## src/rtl/tree_node_gather.sv

```systemverilog
// Fan-in hierarchy node: round-robin gathers NUM_CHILD child streams into a 2-entry FIFO
// and emits one {idx, data} stream upward. Define TREE_NODE_GATHER_PARITY_EN to add m_par.
module tree_node_gather #(
  parameter int NUM_CHILD = 5,
  parameter int DATA_W    = 16,
  parameter int IDX_W     = 3
) (
  input  logic                        clk,
  input  logic                        rst,
  input  logic [NUM_CHILD-1:0]        c_valid,
  output logic [NUM_CHILD-1:0]        c_ready,
  input  logic [NUM_CHILD*DATA_W-1:0] c_data,
  output logic                        m_valid,
  input  logic                        m_ready,
  output logic [DATA_W-1:0]           m_data,
  output logic [IDX_W-1:0]            m_idx,
  output logic [31:0]                 beat_cnt
`ifdef TREE_NODE_GATHER_PARITY_EN
  ,
  output logic                        m_par
`endif
);

  logic [1:0]        count_q, count_d;
  logic [IDX_W-1:0]  rr_ptr_q, rr_ptr_d;
  logic [DATA_W-1:0] head_data_q, head_data_d, tail_data_q, tail_data_d;
  logic [IDX_W-1:0]  head_idx_q, head_idx_d, tail_idx_q, tail_idx_d;
  logic [31:0]       beat_cnt_q, beat_cnt_d;
`ifdef TREE_NODE_GATHER_PARITY_EN
  logic              head_par_q, head_par_d, tail_par_q, tail_par_d;
  logic              push_par;
`endif

  logic              space;
  logic              grant_found;
  logic [IDX_W-1:0]  grant_idx;
  logic [IDX_W-1:0]  cand;
  int                sum;
  logic              push, pop;
  logic [DATA_W-1:0] push_data;

  // Round-robin scan starting at rr_ptr; rst gates every handshake off.
  always_comb begin
    space       = (count_q < 2'd2);
    grant_found = 1'b0;
    grant_idx   = '0;
    cand        = '0;
    sum         = 0;
    c_ready     = '0;
    for (int k = 0; k < NUM_CHILD; k++) begin
      sum = int'(rr_ptr_q) + k;
      if (sum >= NUM_CHILD) sum = sum - NUM_CHILD;
      cand = IDX_W'(sum);
      if (!grant_found && c_valid[cand]) begin
        grant_found = 1'b1;
        grant_idx   = cand;
      end
    end
    if (grant_found && space && !rst) c_ready[grant_idx] = 1'b1;
  end

  assign m_valid   = (count_q != 2'd0) && !rst;
  assign m_data    = head_data_q;
  assign m_idx     = head_idx_q;
  assign beat_cnt  = beat_cnt_q;
  assign push      = |c_ready;
  assign pop       = m_valid && m_ready;
  assign push_data = c_data[grant_idx*DATA_W +: DATA_W];
`ifdef TREE_NODE_GATHER_PARITY_EN
  assign push_par  = ^{grant_idx, push_data};
  assign m_par     = head_par_q;
`endif

  always_comb begin
    count_d     = count_q;
    rr_ptr_d    = rr_ptr_q;
    head_data_d = head_data_q;
    head_idx_d  = head_idx_q;
    tail_data_d = tail_data_q;
    tail_idx_d  = tail_idx_q;
    beat_cnt_d  = beat_cnt_q + 32'(pop);
`ifdef TREE_NODE_GATHER_PARITY_EN
    head_par_d  = head_par_q;
    tail_par_d  = tail_par_q;
`endif
    if (push) begin
      if (grant_idx == IDX_W'(NUM_CHILD - 1)) rr_ptr_d = '0;
      else                                     rr_ptr_d = grant_idx + IDX_W'(1);
    end
    // Head holds its last value when the FIFO drains to empty.
    case ({push, pop})
      2'b10: begin
        count_d = count_q + 2'd1;
        if (count_q == 2'd0) begin
          head_data_d = push_data;
          head_idx_d  = grant_idx;
`ifdef TREE_NODE_GATHER_PARITY_EN
          head_par_d  = push_par;
`endif
        end else begin
          tail_data_d = push_data;
          tail_idx_d  = grant_idx;
`ifdef TREE_NODE_GATHER_PARITY_EN
          tail_par_d  = push_par;
`endif
        end
      end
      2'b01: begin
        count_d = count_q - 2'd1;
        if (count_q == 2'd2) begin
          head_data_d = tail_data_q;
          head_idx_d  = tail_idx_q;
`ifdef TREE_NODE_GATHER_PARITY_EN
          head_par_d  = tail_par_q;
`endif
        end
      end
      2'b11: begin
        head_data_d = push_data;
        head_idx_d  = grant_idx;
`ifdef TREE_NODE_GATHER_PARITY_EN
        head_par_d  = push_par;
`endif
      end
      default: ;
    endcase
  end

  always_ff @(posedge clk) begin
    if (rst) begin
      count_q     <= '0;
      rr_ptr_q    <= '0;
      head_data_q <= '0;
      head_idx_q  <= '0;
      tail_data_q <= '0;
      tail_idx_q  <= '0;
      beat_cnt_q  <= '0;
`ifdef TREE_NODE_GATHER_PARITY_EN
      head_par_q  <= 1'b0;
      tail_par_q  <= 1'b0;
`endif
    end else begin
      count_q     <= count_d;
      rr_ptr_q    <= rr_ptr_d;
      head_data_q <= head_data_d;
      head_idx_q  <= head_idx_d;
      tail_data_q <= tail_data_d;
      tail_idx_q  <= tail_idx_d;
      beat_cnt_q  <= beat_cnt_d;
`ifdef TREE_NODE_GATHER_PARITY_EN
      head_par_q  <= head_par_d;
      tail_par_q  <= tail_par_d;
`endif
    end
  end

endmodule

```

## config.mk

```make
export PLATFORM = sky130hd
export DESIGN_NAME = tree_node_gather
export DESIGN_NICKNAME = d
export VERILOG_FILES = /design/src/rtl/tree_node_gather.sv
export SDC_FILE = /design/constraint.sdc
export NUM_CORES = 1
export LEC_CHECK = 0
export ABC_AREA = 1
export BUFFER_PORTS_ARGS = -buffer_cell sky130_fd_sc_hd__buf_4
export CAP_MARGIN = 20
export CORE_MARGIN = 2
export CORE_UTILIZATION = 55
export CTS_BUF_LIST = sky130_fd_sc_hd__clkbuf_8
export DETAILED_ROUTE_END_ITERATION = 8
export GPL_TIMING_DRIVEN = 0
export PLACE_DENSITY = 0.83
export RECOVER_POWER = 100
export SKIP_CTS_REPAIR_TIMING = 1
export SLEW_MARGIN = 5
export SYNTH_ARGS = -nofsm -noshare
export SYNTH_HDL_FRONTEND = slang
export SYNTH_SLANG_ARGS = --single-unit
```

## constraint.sdc

```tcl
create_clock -name clk -period 5.34 [get_ports clk]
set_input_delay 0.267 -clock clk [delete_from_list [all_inputs] [get_ports clk]]
set_output_delay 0.267 -clock clk [all_outputs]
set_load 0.03 [all_outputs]
```

==> flow_metrics.tcl <==
set metrics [dict create \
    status "finished, final reports clean" \
    cts_tree "done" \
    n_fill_cell 878 \
    die_h_um 102 \
    cp_top_family "simple AND/OR/NAND/NOR gates" \
    antenna_found_initial 0 \
    clock_path_buffers 2 \
    antennaDiodeCount 0 \
    antenna_left 0 \
    vias_per_cell 5.58 \
    netlist.area_leader.share_pct 28.4 \
    slew_headroom_pct 59.0 \
    drive_gt1_share_pct 17.5 \
    numPortBuffers 143 \
    grt_usage_pct 30.9 \
    drt_iter0_markers 326 \
    fin_tns_setup_ps 0 \
    fmax_ghz 0.207 \
    yosysTopAreaCell "dfxtp_1" \
    cts_sinks 75 \
    rrSetupSlack_ps 500 \
    cp.buffers_inverters 8 \
    critPathKind "register to register" \
    finClkSkew_ps 6.92 \
    dpl.hpwl_mm 12.7 \
    area_growth_pct 22.1 \
    synth_area_leaders "dfxtp_1 28%, nand2_1 11%, inv_1 9.0%, nand4_1 7.2%, nor2_1 5.4%" \
    via_count 6091 \
    grt.overflow.total 0 \
    grt_max_degree 14 \
    first_pass_iters 5 \
    whs_ps 249 \
    syn_nets 907 \
    cp_slowest_stage_delay_ps 420 \
    period_share_pct 90.6 \
    grt_pass1_wl_mm 25.7 \
    initial_utilization_pct 56.9 \
    synthFlopType "dfxtp_1" \
    final_max_slew_viol_count 0 \
    synth-async-reset-ratio_pct 0 \
    power_leakage_nw 2.99 \
    syn_inst 804 \
    crit_slowest_cell "fa_1" \
    top_level_ports 145 \
    gp_congestion 0.917 \
    worst_ep_arrival_time_ps 5130 \
    synth_seq_cells 75 \
    die_w_um 102 \
    post-place-ws_ps 460 \
    post-route-min-period_ps 4840 \
    synth_cell_types 47 \
    core-area_sq_um 9280 \
    hold_class "primary input to register" \
    wl_per_cell_um 14.9 \
    cts_htree_levels 3 \
    final_cell_count_no_fill 1091 \
    setup_viol 0 \
    wl_mm 16.3 \
    syn-cell-area_sq_um 5290 \
    critPathLaunchType "register" \
    drc_errors 0 \
    cp_max_fo 11 \
    worst_slew_pin_slew_ps 615 \
    synth.most_common_cell "nand2_1" \
    cts.clk_slew.worst_paths_ps 80 \
    vdd_drop_max_v 0.000563 \
    cts_made_buffers 9 \
    avgSynthCellArea_sq_um 6.58 \
    ys_seq_area_share_pct 28.4 \
    grt_pass1_vias 5629 \
    dp.cells 1076 \
    total_power_mw 5.14 \
    fp.dieArea_sq_um 10400 \
    worst_skew_pair.late_latency_ps 350 \
    maxCapViolCount 0 \
    rows 35 \
    ys_top_cells_by_count "155 x nand2_1, 127 x inv_1, 76 x nor2_1" \
    end_kind "register" \
    required_ps 5630 \
    fin_ws_ps 502 \
    hold_viol 0 \
    pwr_density_cell_nw_per_um2 796 \
    synth-edff-count 0 \
    root_buffer "clkbuf_8" \
    crit_chain "buf_6 > inv_2 > ha_1 > inv_1 > fa_1 > nor2_1 > nor2_1 > o21ai_0 > inv_1 > nand4_1 > nand2_2 > nor2_8 > nand3_1 > nand3_1 > inv_1 > ha_1 > o21ai_0 > clkinv_1 > nor4_2 > inv_2 > clkbuf_1 > nor2_1 > nand2_1 > a21oi_2" \
    rsz0062_at_grt "no" \
    ys_warn_count 0 \
    final_nets 1061 \
]
[flip-flops by register name, summed over array words and instances, names as in the netlist]
register     cells
beat_cnt        32
m_data          16
tail_data_q     16
m_idx            3
rr_ptr_q         3
tail_idx_q       3
count_q          2
[metal layers]
metal	vias to the layer above	wire length, um	share of wire, %	global-route usage, %
li1	2995	-	-	-
met5	-	0	0	0
met4	0	545	3.3	12.1
met2	254	8000	49	53.0
met1	2791	6700	41	38.5
met3	51	1020	6.3	5.61
[layout by cell type (no fill, tap or decap), types with 4 or more instances in the layout]
cell        n
buf_2      11
nand3_1    52
nand4_1    62
inv_1     128
nor2_1     76
clkbuf_8    9
nand3_2    15
nand2_1   156
nor4_1      5
clkbuf_1   70
a21oi_1    41
o21ai_0    45
inv_2       6
xor2_1      4
buf_4      92
a41oi_1    16
o21ai_1     4
o211ai_1    5
dfxtp_1    75
ha_1       14
nor3_1     18
a21oi_2     5
nand2_2     6
[report_power, final]
part | total, mW | switching [mW] | internal [mW]
registers | 0.758 | 0.0760 | 0.681
logic | 4.00 | 2.69 | 1.31
clock network | 0.383 | 0.216 | 0.167
[worst reg2reg max path, cell delays in order (launching register included)]
cell and delay, ps:
dfxtp_1 350, buf_6 170, inv_2 160, ha_1 170
inv_1 60, fa_1 420, nor2_1 150, nor2_1 90
o21ai_0 310, inv_1 130, nand4_1 110, nand2_2 100
nor2_8 170, nand3_1 110, nand3_1 310, inv_1 150
ha_1 230, o21ai_0 130, clkinv_1 340, nor4_2 310
inv_2 160, clkbuf_1 270, nor2_1 150, nand2_1 110
a21oi_2 120
[cells by family after synthesis]
family / Yosys count / share of synthesized area [%]
compound gates: 126 / 14.4
xor+xnor: 9 / 1.78
fa+ha+maj: 15 / 3.69
buf+inv: 171 / 13.2
flops: 75 / 28.4
simple gates: 408 / 38.5
[final cells by class]
cell class / instances / area (sq um) / area share (%)
Multi-Input combinational cell: 558 / 3070 / 47.5
Sequential cell: 75 / 1500 / 23.3
Timing Repair Buffer: 143 / 872 / 13.5
Inverter: 135 / 507 / 7.85
Buffer: 36 / 180 / 2.79
Tap cell: 129 / 161 / 2.50
Clock buffer: 9 / 124 / 1.92
Clock inverter: 6 / 43.8 / 0.678
[through the flow]
step / util [%] / cell area (sq um)
2_1_floorplan: - / 5290
3_3_place_gp: 70.2 / 6520
3_5_place_dp: 70.2 / 6520
4_1_cts: 72.0 / 6690
5_1_grt: 69.5 / 6460
6_report: 69.5 / 6460
[final timing paths]
check                                  from        endpoint  depth (start not counted)
worst max-delay path            rr_ptr_q[0]      m_data[10]                         24
worst min-delay path             c_data[70]  tail_data_q[6]                          3
worst max register to register  rr_ptr_q[0]      m_data[10]                         24
worst min register to register     m_idx[2]        m_idx[2]                          2
No activity file was read; power rests on OpenSTA's default activity.
